--- src/rtl/fifo_rd_stream.sv ---
// Read-side adapter: turns the async FIFO pop/empty read port into a bubble-free
// valid/ready stream. Optional transfer counter enabled by FIFO_RD_STREAM_CNT_EN.
module fifo_rd_stream #(
    parameter int WIDTH     = 16,
    parameter int BUF_DEPTH = 3,
    parameter int CNT_W     = 16
) (
    input  logic             i_clk,
    input  logic             i_rst_n,
    input  logic             i_empty,
    input  logic [WIDTH-1:0] i_rdata,
    output logic             o_pop,
    output logic             o_valid,
    output logic [WIDTH-1:0] o_data,
    input  logic             i_ready
`ifdef FIFO_RD_STREAM_CNT_EN
    ,
    output logic [CNT_W-1:0] o_xfer_cnt
`endif
);

    localparam int PTR_W = (BUF_DEPTH > 1) ? $clog2(BUF_DEPTH) : 1;
    localparam int OCC_W = $clog2(BUF_DEPTH + 1);

    generate
        if (BUF_DEPTH < 2 || BUF_DEPTH > 4 || CNT_W < 1 || WIDTH < 1) begin : g_bad_param
            $error("fifo_rd_stream: illegal parameter set");
        end
    endgenerate

    logic [PTR_W-1:0] head_reg, head_next;
    logic [PTR_W-1:0] tail_reg, tail_next;
    logic [OCC_W-1:0] occ_reg, occ_next;
    logic             infl_reg;
    logic [OCC_W:0]   level;
    logic             deq;
    logic [WIDTH-1:0] entry [BUF_DEPTH];

    function automatic logic [PTR_W-1:0] ptr_inc(input logic [PTR_W-1:0] p);
        return (p == PTR_W'(BUF_DEPTH - 1)) ? '0 : p + PTR_W'(1);
    endfunction

    // Reserve a slot for the word still in flight so a pop can never overflow.
    always_comb begin
        level   = {1'b0, occ_reg} + (OCC_W + 1)'(infl_reg);
        o_pop   = !i_empty && (level < (OCC_W + 1)'(BUF_DEPTH));
        o_valid = (occ_reg != '0);
        deq     = o_valid && i_ready;
    end

    always_comb begin
        occ_next  = occ_reg + OCC_W'(infl_reg) - OCC_W'(deq);
        head_next = deq ? ptr_inc(head_reg) : head_reg;
        tail_next = infl_reg ? ptr_inc(tail_reg) : tail_reg;
    end

    always_ff @(posedge i_clk or negedge i_rst_n) begin
        if (!i_rst_n) begin
            occ_reg  <= '0;
            infl_reg <= 1'b0;
            head_reg <= '0;
            tail_reg <= '0;
        end else begin
            occ_reg  <= occ_next;
            infl_reg <= o_pop;
            head_reg <= head_next;
            tail_reg <= tail_next;
        end
    end

    genvar gi;
    generate
        for (gi = 0; gi < BUF_DEPTH; gi++) begin : g_entry
            logic [WIDTH-1:0] entry_reg;

            always_ff @(posedge i_clk or negedge i_rst_n) begin
                if (!i_rst_n) begin
                    entry_reg <= '0;
                end else if (infl_reg && (tail_reg == PTR_W'(gi))) begin
                    entry_reg <= i_rdata;
                end
            end

            assign entry[gi] = entry_reg;
        end
    endgenerate

    always_comb begin
        o_data = '0;
        for (int i = 0; i < BUF_DEPTH; i++) begin
            if (head_reg == PTR_W'(i)) begin
                o_data = entry[i];
            end
        end
    end

`ifdef FIFO_RD_STREAM_CNT_EN
    logic [CNT_W-1:0] xfer_cnt_reg;

    always_ff @(posedge i_clk or negedge i_rst_n) begin
        if (!i_rst_n) begin
            xfer_cnt_reg <= '0;
        end else if (deq) begin
            xfer_cnt_reg <= xfer_cnt_reg + CNT_W'(1);
        end
    end

    assign o_xfer_cnt = xfer_cnt_reg;
`endif

    a_level_bound: assert property (@(posedge i_clk) disable iff (!i_rst_n)
        level <= (OCC_W + 1)'(BUF_DEPTH));

endmodule

--- config.mk ---
export PLATFORM = sky130hd
export DESIGN_NAME = fifo_rd_stream
export DESIGN_NICKNAME = d
export VERILOG_FILES = /design/src/rtl/fifo_rd_stream.sv
export SDC_FILE = /design/constraint.sdc
export NUM_CORES = 1
export LEC_CHECK = 0
export BUFFER_PORTS_ARGS = -buffer_cell sky130_fd_sc_hd__buf_2
export CORE_UTILIZATION = 35
export CTS_BUF_LIST = sky130_fd_sc_hd__clkbuf_2
export DETAILED_ROUTE_END_ITERATION = 10
export SLEW_MARGIN = 40
export SYNTH_ARGS = -nofsm -noshare
export SYNTH_HDL_FRONTEND = slang
export SYNTH_SLANG_ARGS = --single-unit
--- constraint.sdc ---
create_clock -name i_clk -period 1.6 [get_ports i_clk]
set_input_delay 0.08 -clock i_clk [delete_from_list [all_inputs] [get_ports i_clk]]
set_output_delay 0.08 -clock i_clk [all_outputs]
set_load 0.02 [all_outputs]
### Word level (Yosys, flattened, before mapping)

Cells that the tools add are included.

* add/subtract/negate cells: 5
* $lt $le $gt $ge: 1
* eq/ne operators: 4
* mux-type cells: 5
* reduce and logical (&&, ||, !) cells: 9

Operators by type and width (number)
* 2-to-1 mux 16 bit: 3
* logical AND 1 bit: 5
* adder 2 x 1 -> 2 bit (second input constant): 2
* equality test 2 x 1 -> 1 bit (second input constant): 2
* equality test 2 bit (second input constant): 2
* zero test 2 bit: 2
* 2-to-1 mux 2 bit: 2
* adder 2 x 1 -> 3 bit: 1
* < comparator 3 x 2 -> 1 bit (second input constant): 1
* adder 2 x 1 -> 2 bit: 1
* nonzero test 2 bit: 1
* subtractor 2 x 1 -> 2 bit: 1
* zero test 1 bit: 1

* register bits after elaboration: 55
* word-level logic and storage cells: 31

### Logic depth before layout (Yosys ltp)

Gate-level depths: netlist of the first run.

* depth in word-level cells: 4
* depth in mapped cells: 7

### Least setup slack after synthesis of the first run

OpenSTA, ideal clock, no wires.

* path kind: flip-flop to flip-flop
* from: reg infl_reg
* to: reg infl_reg
* library setup time: 0.190 ns
* arrival: 1.498 ns
* path slack: -0.089 ns
* cell stages (with the launch flop): 4
* buffers on the path: 0
* cell sequence: dfrtp_1 > ha_1 > ha_1 > a211oi_1

* word-level cells in the longest chain between the ends: 3

RTL lines
* start: declaration: line 34 `logic infl_reg;`
* start signal: assignment: line 65 `infl_reg <= o_pop;`
* adder 2 x 1 -> 3 bit: line 45 `level = {1'b0, occ_reg} + (OCC_W + 1)'(infl_reg);`
* < comparator 3 x 2 -> 1 bit: line 46 `o_pop = !i_empty && (level < (OCC_W + 1)'(BUF_DEPTH));`
* logical AND 1 bit: line 46
* net o_pop: line 12 `output logic o_pop,`

The timed path passes the listed nets, and every way through them passes these cells.
A chain may end at the register's enable or synchronous reset.

### Final worst setup path of the first run

* from: reg occ_reg[1]
* to: out o_pop

* word-level cells in the longest chain between the ends: 3

RTL lines
* start: declaration: line 33 `logic [OCC_W-1:0] occ_reg, occ_next;`
* start signal: assignment: line 64 `occ_reg <= occ_next;`
* adder 2 x 1 -> 3 bit: line 45
* < comparator 3 x 2 -> 1 bit: line 46
* logical AND 1 bit: line 46
* end: declaration: line 12

Every way passes these cells.

==> reports/summary.md, run 1 <==
Wire length of the first global-routing pass: 8335 um. The tools report the placeable core region as 6794 um2. The multi-input combinational cells in the finished layout cover a total of 1297 um2. Highest fanout seen on the critical path: 3.

TritonCTS built the clock tree. The total number of vias came out at 1584. The run finished, with violations left. The number of endpoints failing setup at the final stage is 16, and the H-tree depth reported by CTS is 2. Clock share of power: 6.6%.

Across the run, the number of max-cap violations was 0. Summed over all cells, the static leakage comes to 1.487 nW. The number of warnings reported in the yosys synthesis log is 0.

The signal on the critical path passes through buf_4 -> ha_4 -> a211oi_4 -> buf_6. After synthesis the netlist holds a flip-flop and latch count of 55. The overall die height was 85.90 um; the internal power of the cells was 4.857 mW. After synthesis, the mean cell area works out to 14.84 um2. Counting the fill cells in the layout gives 577. The tools report the remaining design rule violation count as 0. Setup repair after global routing could not meet its margin everywhere.

Clock latency on the worst-skew pair, taken at its later pin, is 0.41 ns. The worst path required time was 1.52 ns; the total iterations of the first detailed-routing run was 3. The share of total power in sequential cells was 33.5%. The min-delay analysis places its worst path in the category in2reg. For the total half-perimeter wirelength after legalization and detailed placement, the log shows 3155 um. Counting both buffers and inverters, the worst setup path holds a total of 2. Data arrives at the worst endpoint at 1.66 ns.

Leftover overflow at the end of global routing: 0. The largest single stage delay on the critical path is 0.48 ns. The run gives 19 as the count of different cell masters after synthesis.

After layout, the worst path uses 108.6% of the clock period. The slowest library cell on the worst path is sky130_fd_sc_hd__dfrtp_1. The design draws 7.813 mW.

The repair_antennas step left the layout with diodes totalling 0. Entering global routing, the biggest net connects 56 pins. Of the total power, the share spent switching nets is 37.84%.

The final worst setup slack was -0.1372 ns; the layout overhead on the synthesized area was 43.07%. Counting every instance in the synthesized netlist gives 166. Power spread over the standard cell area amounts to 2217 nW/um2.

The first routing iteration left 57 violations. The share of final-layout standard cells stronger than drive strength 1 came out at 60.25%. In this run the clock root is driven by a sky130_fd_sc_hd__clkbuf_2. From left edge to right edge, the die measures 85.90 um. The number of global-route vias before repair is 1668, and the number of nets at the end of the flow is 262. The initial utilization of the core area, before any placement, comes to 36.26%. Time the final worst path needs with I/O delays and setup: 1.737 ns. Area taken by flip-flops and latches: 1379 um2. The run gives 0.007039 ns as the post-route clock skew. For the number of buffers added by the clock tree synthesis step, the log shows 5. In the final routed layout, each cell accounts on average for 14.96 um. For this design, the sink count on the clock tree is 55. Among cell families on the critical path, the largest total delay comes from flip-flops. The count of buffers added on input and output ports is 37.

Based on the critical path, the design can be clocked at up to 575.6 MHz. When the netlist entered floorplanning its net count stood at 190. The number of top-level pins is 38, and the routed via count divided by cell count is 4.728. The number of antenna violations at the first check in global routing was 0; the flip-flop count of the largest register, all copies and words added was 48.

Sequential cells were found to cover 55.87% of the synthesized design area. The checks that failed: negative setup slack. Headroom to the max-slew limit came out at 73.89%. For this block, the routed nets add up to 5010 um of wire. Combinational logic is responsible for 59.9% of the overall power. The register clock-pin slew on the reported worst setup and hold paths works out to 0.26 ns. The logs give 30 for the row count and 0 for the number of antenna-violating nets in the routed design. The total count of max-transition violations in the final report is 0. STA classifies the critical path endpoint as an output pin.

The floorplan step defined a die boundary enclosing 7379 um2. For the global placer's final weighted congestion, the log shows 0.6546. STA classifies the critical path startpoint as a flip-flop.

For this design the total switching power over the nets is 2.956 mW. The run gives 3525 um2 as the final design area excluding fillers. Global routing used 14.65% of the available tracks across all layers. For the post-placement cell area, the log shows 2845 um2. The transition time at the pin with the least slew margin works out to 0.3916 ns.

The worst setup path is of the reg2out kind. VDD sags by at most 1.094 mV. Netlist area before placement: 2464 um2. The logs give 0 for the final hold violation count and 2 for the number of buffers on the longest clock path.
-- routing by layer --
layer | routed length [um] | vias to the layer above | track usage [%]
met5 | 0 | - | 0
met1 | 2379 | 799 | 19.81
met2 | 2449 | 29 | 24.31
li1 | - | 754 | -
met4 | 15 | 0 | 3.636
met3 | 166 | 2 | 2.791
-- layout make-up --
| type | instances | share of cell area (%) |
|---|---|---|
| tap | 96 | 3.408 |
| inverter | 4 | 0.4260 |
| multi-input combinational | 98 | 36.81 |
| clock inverter | 2 | 0.2130 |
| timing repair buffer | 74 | 19.17 |
| clock buffer | 6 | 0.8520 |
| sequential | 55 | 39.12 |
-- through the flow --
stage	hold slack, ns	setup WS (ns)	setup TNS, ns	utilization [%]	cells
3_5_place_dp	0.1054	0.02017	0	41.88	304
6_report	0.1046	-0.1372	-1.334	51.88	335
2_1_floorplan	-0.2156	0.008942	0	-	166
5_1_grt	0.04348	-0.2411	-3.395	51.88	335
4_1_cts	0.1204	-0.1835	-1.934	49.19	334
3_3_place_gp	0.1079	0.09570	0	41.88	304
-- logic make-up after synthesis --
family | count (synthesis) | synth area share, %
xor gates and xnor gates | 2 | 0.7112
buffers and inverters | 13 | 2.996
AOI/OAI and AO/OA | 20 | 6.704
adders and majority gates | 4 | 2.032
and+or+nand+nor | 6 | 2.336
DFF | 55 | 55.87
muxes | 66 | 29.35
-- final timing paths --
path	from	to	slack, ns	cells past startpoint
max	occ_reg[1]$_DFF_PN0_	o_pop	-0.14	4
min	i_ready	head_reg[0]$_DFFE_PN0P_	0.10	4
max reg2reg	occ_reg[0]$_DFF_PN0_	occ_reg[1]$_DFF_PN0_	-0.02	8
min reg2reg	g_entry[1].entry_reg[1]$_DFFE_PN0P_	g_entry[1].entry_reg[1]$_DFFE_PN0P_	0.54	1
max in group asynchronous	i_rst_n	infl_reg$_DFF_PN0_	1.20	3
min in group asynchronous	i_rst_n	g_entry[1].entry_reg[0]$_DFFE_PN0P_	0.16	3
-- power by group through the flow --
stage	sequential, mW	clock [mW]	combinational, mW
final	2.62	0.517	4.68
after global routing	2.71	0.607	5.00
after CTS	2.54	0.543	4.18
after detailed placement	2.53	0	3.23
after global placement	2.50	0	3.18
after floorplan	2.42	0	2.36
-- worst register-to-register path: cells and delay by family (launching register included) --
| kind | cells | cell delay [ns] |
|---|---|---|
| xor+xnor | 2 | 0.29 |
| flops | 1 | 0.47 |
| buf+inv | 3 | 0.22 |
| compound gates | 1 | 0.14 |
| fa+ha+maj | 2 | 0.46 |
-- synth_stat cells --
master | count | share of area (%)
sky130_fd_sc_hd__mux2_2 | 50 | 23
sky130_fd_sc_hd__or2_2 | 1 | 0.25
sky130_fd_sc_hd__a211oi_1 | 1 | 0.30
sky130_fd_sc_hd__a21o_1 | 1 | 0.30
sky130_fd_sc_hd__dfrtp_1 | 55 | 56
sky130_fd_sc_hd__mux2i_1 | 16 | 6.5
sky130_fd_sc_hd__nor2_1 | 1 | 0.15
sky130_fd_sc_hd__buf_2 | 5 | 1.0
sky130_fd_sc_hd__buf_6 | 2 | 0.91
sky130_fd_sc_hd__ha_1 | 4 | 2.0
sky130_fd_sc_hd__xnor2_1 | 2 | 0.71
sky130_fd_sc_hd__nor2b_1 | 1 | 0.25
sky130_fd_sc_hd__nand3b_2 | 2 | 0.91
sky130_fd_sc_hd__o21ai_0 | 2 | 0.41
sky130_fd_sc_hd__o2bb2ai_1 | 16 | 5.7
sky130_fd_sc_hd__buf_4 | 1 | 0.30
sky130_fd_sc_hd__nor3b_4 | 1 | 0.76
sky130_fd_sc_hd__inv_1 | 4 | 0.61
sky130_fd_sc_hd__clkbuf_1 | 1 | 0.15
-- what timing repair did --
| item | CTS | global route |
|---|---|---|
| pin swaps | 12 | 7 |
| buffers inserted | 3 | 3 |
| resized for setup | 60 | 29 |
| gates cloned | 1 | 0 |
| hold endpoints to repair | 104 | 0 |
| hold buffers | 18 | 0 |
| endpoints found under the setup margin | 18 | 19 |
-- cell usage in the layout, fill, tap and decap left out, drive strengths merged --
master       netlist  final
xnor2              2      2
a21o               1      1
inv                4      4
mux2              50     50
mux2i             16     16
o2bb2ai           16     16
nor2b              1      1
dlygate4sd3        0     18
clkinv             0      2
nand3b             2      2
ha                 4      4
or2                1      1
nor3b              1      1
o21ai              2      2
dfrtp             55     55
clkbuf             1      6
a211oi             1      1
nor2               1      1
buf                8     56
Power figures use the tool's default switching activity.
==> run 2: changes to the inputs <==
ABC_AREA = 1   (was not set)
==> run 2 against run 1 <==
Critical path type unchanged. Wire length is 60% higher. Sequential cell count stayed put. Sequential power is 3% higher. The run still ends with negative setup slack left. Power is 11% higher.
==> reports/summary.md, run 2 <==
The number of top-level pins is 38 (unchanged). The count of port buffers added during placement works out to 37 (unchanged). STA classifies the critical path endpoint as an output pin. The run gives 2728 um2 (+11%) as the netlist area before placement. The final-layout worst hold slack is 0.08195 ns (-0.02261 ns), and the relative slew slack is 66.04% (-7.9 points). The run gives 13050 um (+57%) as the wire length of the first global-routing pass.

The type of origin of the critical path was a flip-flop. TritonCTS built the clock tree. The row count came out at 31 (+3.3%). The tools report the post-route clock skew as 0.02935 ns (+0.02231 ns).

The largest vdd supply drop came out at 0.9001 mV (-18%). The tools report the number of instances in the placed design as 457 (+50%). The number of nets at the end of the flow was 419 (+60%).

Clock insertion delay at the later pin of the skew report: 0.45 ns (+0.04 ns). Total routing usage reported by global routing: 20.36% (+5.7 points). The average wire length per cell after detail routing is 16.19 um (+8.3%). Sorting the synthesized cells by how often they occur yields 125 x sky130_fd_sc_hd__nand2_1, 67 x sky130_fd_sc_hd__nand3_1, 55 x sky130_fd_sc_hd__dfrtp_1. The tools report the number of nets produced by synthesis as 351 (+85%). The x dimension of the die is 90.28 um (+5.1%), and the final worst setup slack is -0.08819 ns (+0.04902 ns).

The total of flip-flops plus latches after synthesis was 55 (unchanged). Setup repair after global routing could not meet its margin everywhere. Largest net degree at the start of global routing: 45 (-20%). The mean instance size in the synthesized netlist was 8.341 um2 (-44%); the layout overhead on the synthesized area was 44.59%.

The tools report the root buffer cell as sky130_fd_sc_hd__clkbuf_2. For the number of endpoints failing setup at the final stage, the log shows 17 (+1). The number of buffers on the longest clock path was 2 (unchanged).

The max-cap violation count is 0 (unchanged), and the remaining design rule violation count is 0 (unchanged). The power density of the placed cells is 2204 nW/um2 (-0.57%), and the number of buffers added by the clock tree synthesis step is 5 (unchanged). The final reports fail on negative setup slack. The worst slack at placement is 0.1532 ns (+0.1330 ns), and the register clock-pin slew on the reported worst setup and hold paths is 0.29 ns (+0.03 ns). The tools report the worst path required time as 1.52 ns (about the same).

The overall die height was 90.28 um (+5.1%); the async set or reset register ratio after synthesis was 100.0% (unchanged). The final wirelength is 8015 um (+60%), and the leftover overflow at the end of global routing is 0 (unchanged). The run gives 1.988 nW (+34%) as the static power due to leakage.

The flow ran to the end, but the final reports show violations. The number of global-route vias before repair was 2557 (+53%); the peak clock frequency supported by timing was 592.4 MHz (+2.9%). The top cell types in the final layout, fill and taps aside, are 107 x sky130_fd_sc_hd__nand2_1, 52 x sky130_fd_sc_hd__dfrtp_1, 40 x sky130_fd_sc_hd__nand3_2, 32 x sky130_fd_sc_hd__nand4_1, 24 x sky130_fd_sc_hd__nand3_1.

For the final hold violation count, the log shows 0 (unchanged). The critical path starts at head_reg[0]$_DFFE_PN0P_. The flip-flop count of the largest register, all copies and words added was 48 (unchanged).

The min-delay analysis places its worst path in the category in2async. The share of final-layout standard cells stronger than drive strength 1 was 38.13% (-22 points). The highest fanout seen on the critical path is 5 (+2). The worst setup path is of the reg2out kind.

The time the final worst path needs with I/O delays and setup is 1.688 ns (-0.04902 ns). The part of the cycle the worst path needs was 105.5% (-3.1 points). The non-filler instance count after layout was 495 (+48%); the portion of synthesized cell area occupied by the leading cell type was 50.46% (-5.4 points). Ranked by total cell area, the synthesized netlist is headed by sky130_fd_sc_hd__dfrtp_1 50%, sky130_fd_sc_hd__nand2_1 17%, sky130_fd_sc_hd__nand3_1 12%. The leading cell type in the layout, fill and taps excluded is sky130_fd_sc_hd__nand2_1. The final-layout setup total negative slack came out at -1.114 ns (+0.2204 ns). The count of different cell masters after synthesis was 17 (-2); the violation count after the first detailed-routing iteration was 147 (+160%).

The leading register cell type out of synthesis was sky130_fd_sc_hd__dfrtp_1. The tools report the data arrival time of the worst path as 1.61 ns (-0.05 ns). Synthesized netlist cell count: 327 (+97%). The total iterations of the first detailed-routing run is 4 (+1). The startpoint of the most critical register-to-register path was occ_reg[0]$_DFF_PN0_.

Final design area excluding fillers: 3944 um2 (+12%). The total count of max-transition violations in the final report is 0 (unchanged), and the starting density of the core is 36.82% (+0.56 points). The run gives 7408 um2 (+9.0%) as the placeable core region.

The transition time at the pin with the least slew margin is 0.5094 ns (+0.1178 ns), and the diode insertion count for antenna repair is 0 (unchanged). The number of synthesized flops with an enable pin came out at 0 (unchanged). Most numerous cell in the Yosys netlist: sky130_fd_sc_hd__nand2_1. Fraction of the yosys area taken by sequential cells: 50.46% (-5.4 points).

The tools report the number of antenna violations at the first check in global routing as 0 (unchanged). The post-placement cell area is 3039 um2 (+6.8%). Global placer's final weighted congestion: 0.7534 (+15%).

The logs give 2 (unchanged) for the H-tree depth reported by CTS and 0 (unchanged) for the number of antenna-violating nets in the routed design. The number of warnings reported in the yosys synthesis log was 0 (unchanged); the area of the die was 8150 um2 (+10%). The tools report the total half-perimeter wirelength after legalization and detailed placement as 4788 um (+52%). The number of clock sinks is 55 (unchanged), and the total number of vias is 2537 (+60%). Of all cell types, the one taking the most synthesized area is sky130_fd_sc_hd__dfrtp_1.

The routed via count divided by cell count is 5.125 (+8.4%).
-- run 2: cell types whose count changed after synthesis, sizes merged, moves of 2 or more --
| cell | delta |
|---|---|
| nand2 | +126 |
| nand3 | +69 |
| mux2 | -50 |
| nand4 | +32 |
| mux2i | -16 |
| o2bb2ai | -16 |
| buf | +15 |
| inv | +8 |
| nor2 | +3 |
| nand3b | -2 |
| xnor2 | -2 |
-- run 2: final cells by class --
cell class,count,area [um2]
clock buffer,5,25.02
timing repair buffer,84,795.8
sequential,55,1380
multi-input combinational,237,1513
inverter,12,67.56
clock inverter,3,38.79
tap,99,123.9
fill,676,3465
-- run 2: worst paths after layout --
path | slack [ns] | end | cells past startpoint
min reg2reg | 0.52 | g_entry[0].entry_reg[6]$_DFFE_PN0P_ | 2
min in group i_clk | 0.41 | g_entry[0].entry_reg[11]$_DFFE_PN0P_ | 4
max | -0.09 | o_data[11] | 5
max in group asynchronous | 1.24 | g_entry[1].entry_reg[4]$_DFFE_PN0P_ | 3
max reg2reg | 0.02 | occ_reg[1]$_DFF_PN0_ | 11
min | 0.08 | g_entry[0].entry_reg[13]$_DFFE_PN0P_ | 3
-- run 2: cell families after synthesis --
kind of cell | Yosys count | synth area share [%]
AO/OA/AOI/OAI | 2 | 0.3670
adder cells (fa/ha/maj) | 4 | 1.835
buffers and inverters | 35 | 7.385
flip-flops | 55 | 50.46
AND/OR/NAND/NOR | 231 | 39.95
-- run 2: critical path: stages, from the launching register on --
cell                      delay, ns
sky130_fd_sc_hd__dfrtp_2       0.53
sky130_fd_sc_hd__nor2_4        0.21
sky130_fd_sc_hd__buf_8         0.18
sky130_fd_sc_hd__nand2_4       0.05
sky130_fd_sc_hd__nand3_2       0.08
sky130_fd_sc_hd__buf_6         0.12
-- run 2: per-stage QoR --
stage,total power [mW],util (%)
2_1_floorplan,5.096,-
3_3_place_gp,6.173,41.02
3_5_place_dp,6.246,41.02
4_1_cts,8.377,51.63
5_1_grt,9.322,53.23
6_report,8.692,53.23
-- run 2: report_power, final --
part           total, mW  internal (mW)  leakage, nW  switching [mW]
clock              0.700          0.257       0.0404           0.443
combinational       5.28           2.28         1.28            3.00
sequential          2.71           2.08        0.670           0.627
-- run 2: per-layer routing --
metal,track usage (%),vias up,routed length [um]
met5,0,-,0
met4,6.855,0,76
met3,3.956,4,391
met2,32.95,76,4024
met1,27.34,1221,3523
li1,-,1236,-
-- run 2: timing repair --
item / 4_1_cts / 5_1_grt
pin swaps: 20 / 14
resized for setup: 110 / 27
gates cloned: 2 / 0
endpoints found under the setup margin: 17 / 25
setup buffers: 9 / 0
hold endpoints to repair: 106 / 0
hold buffers: 19 / 0
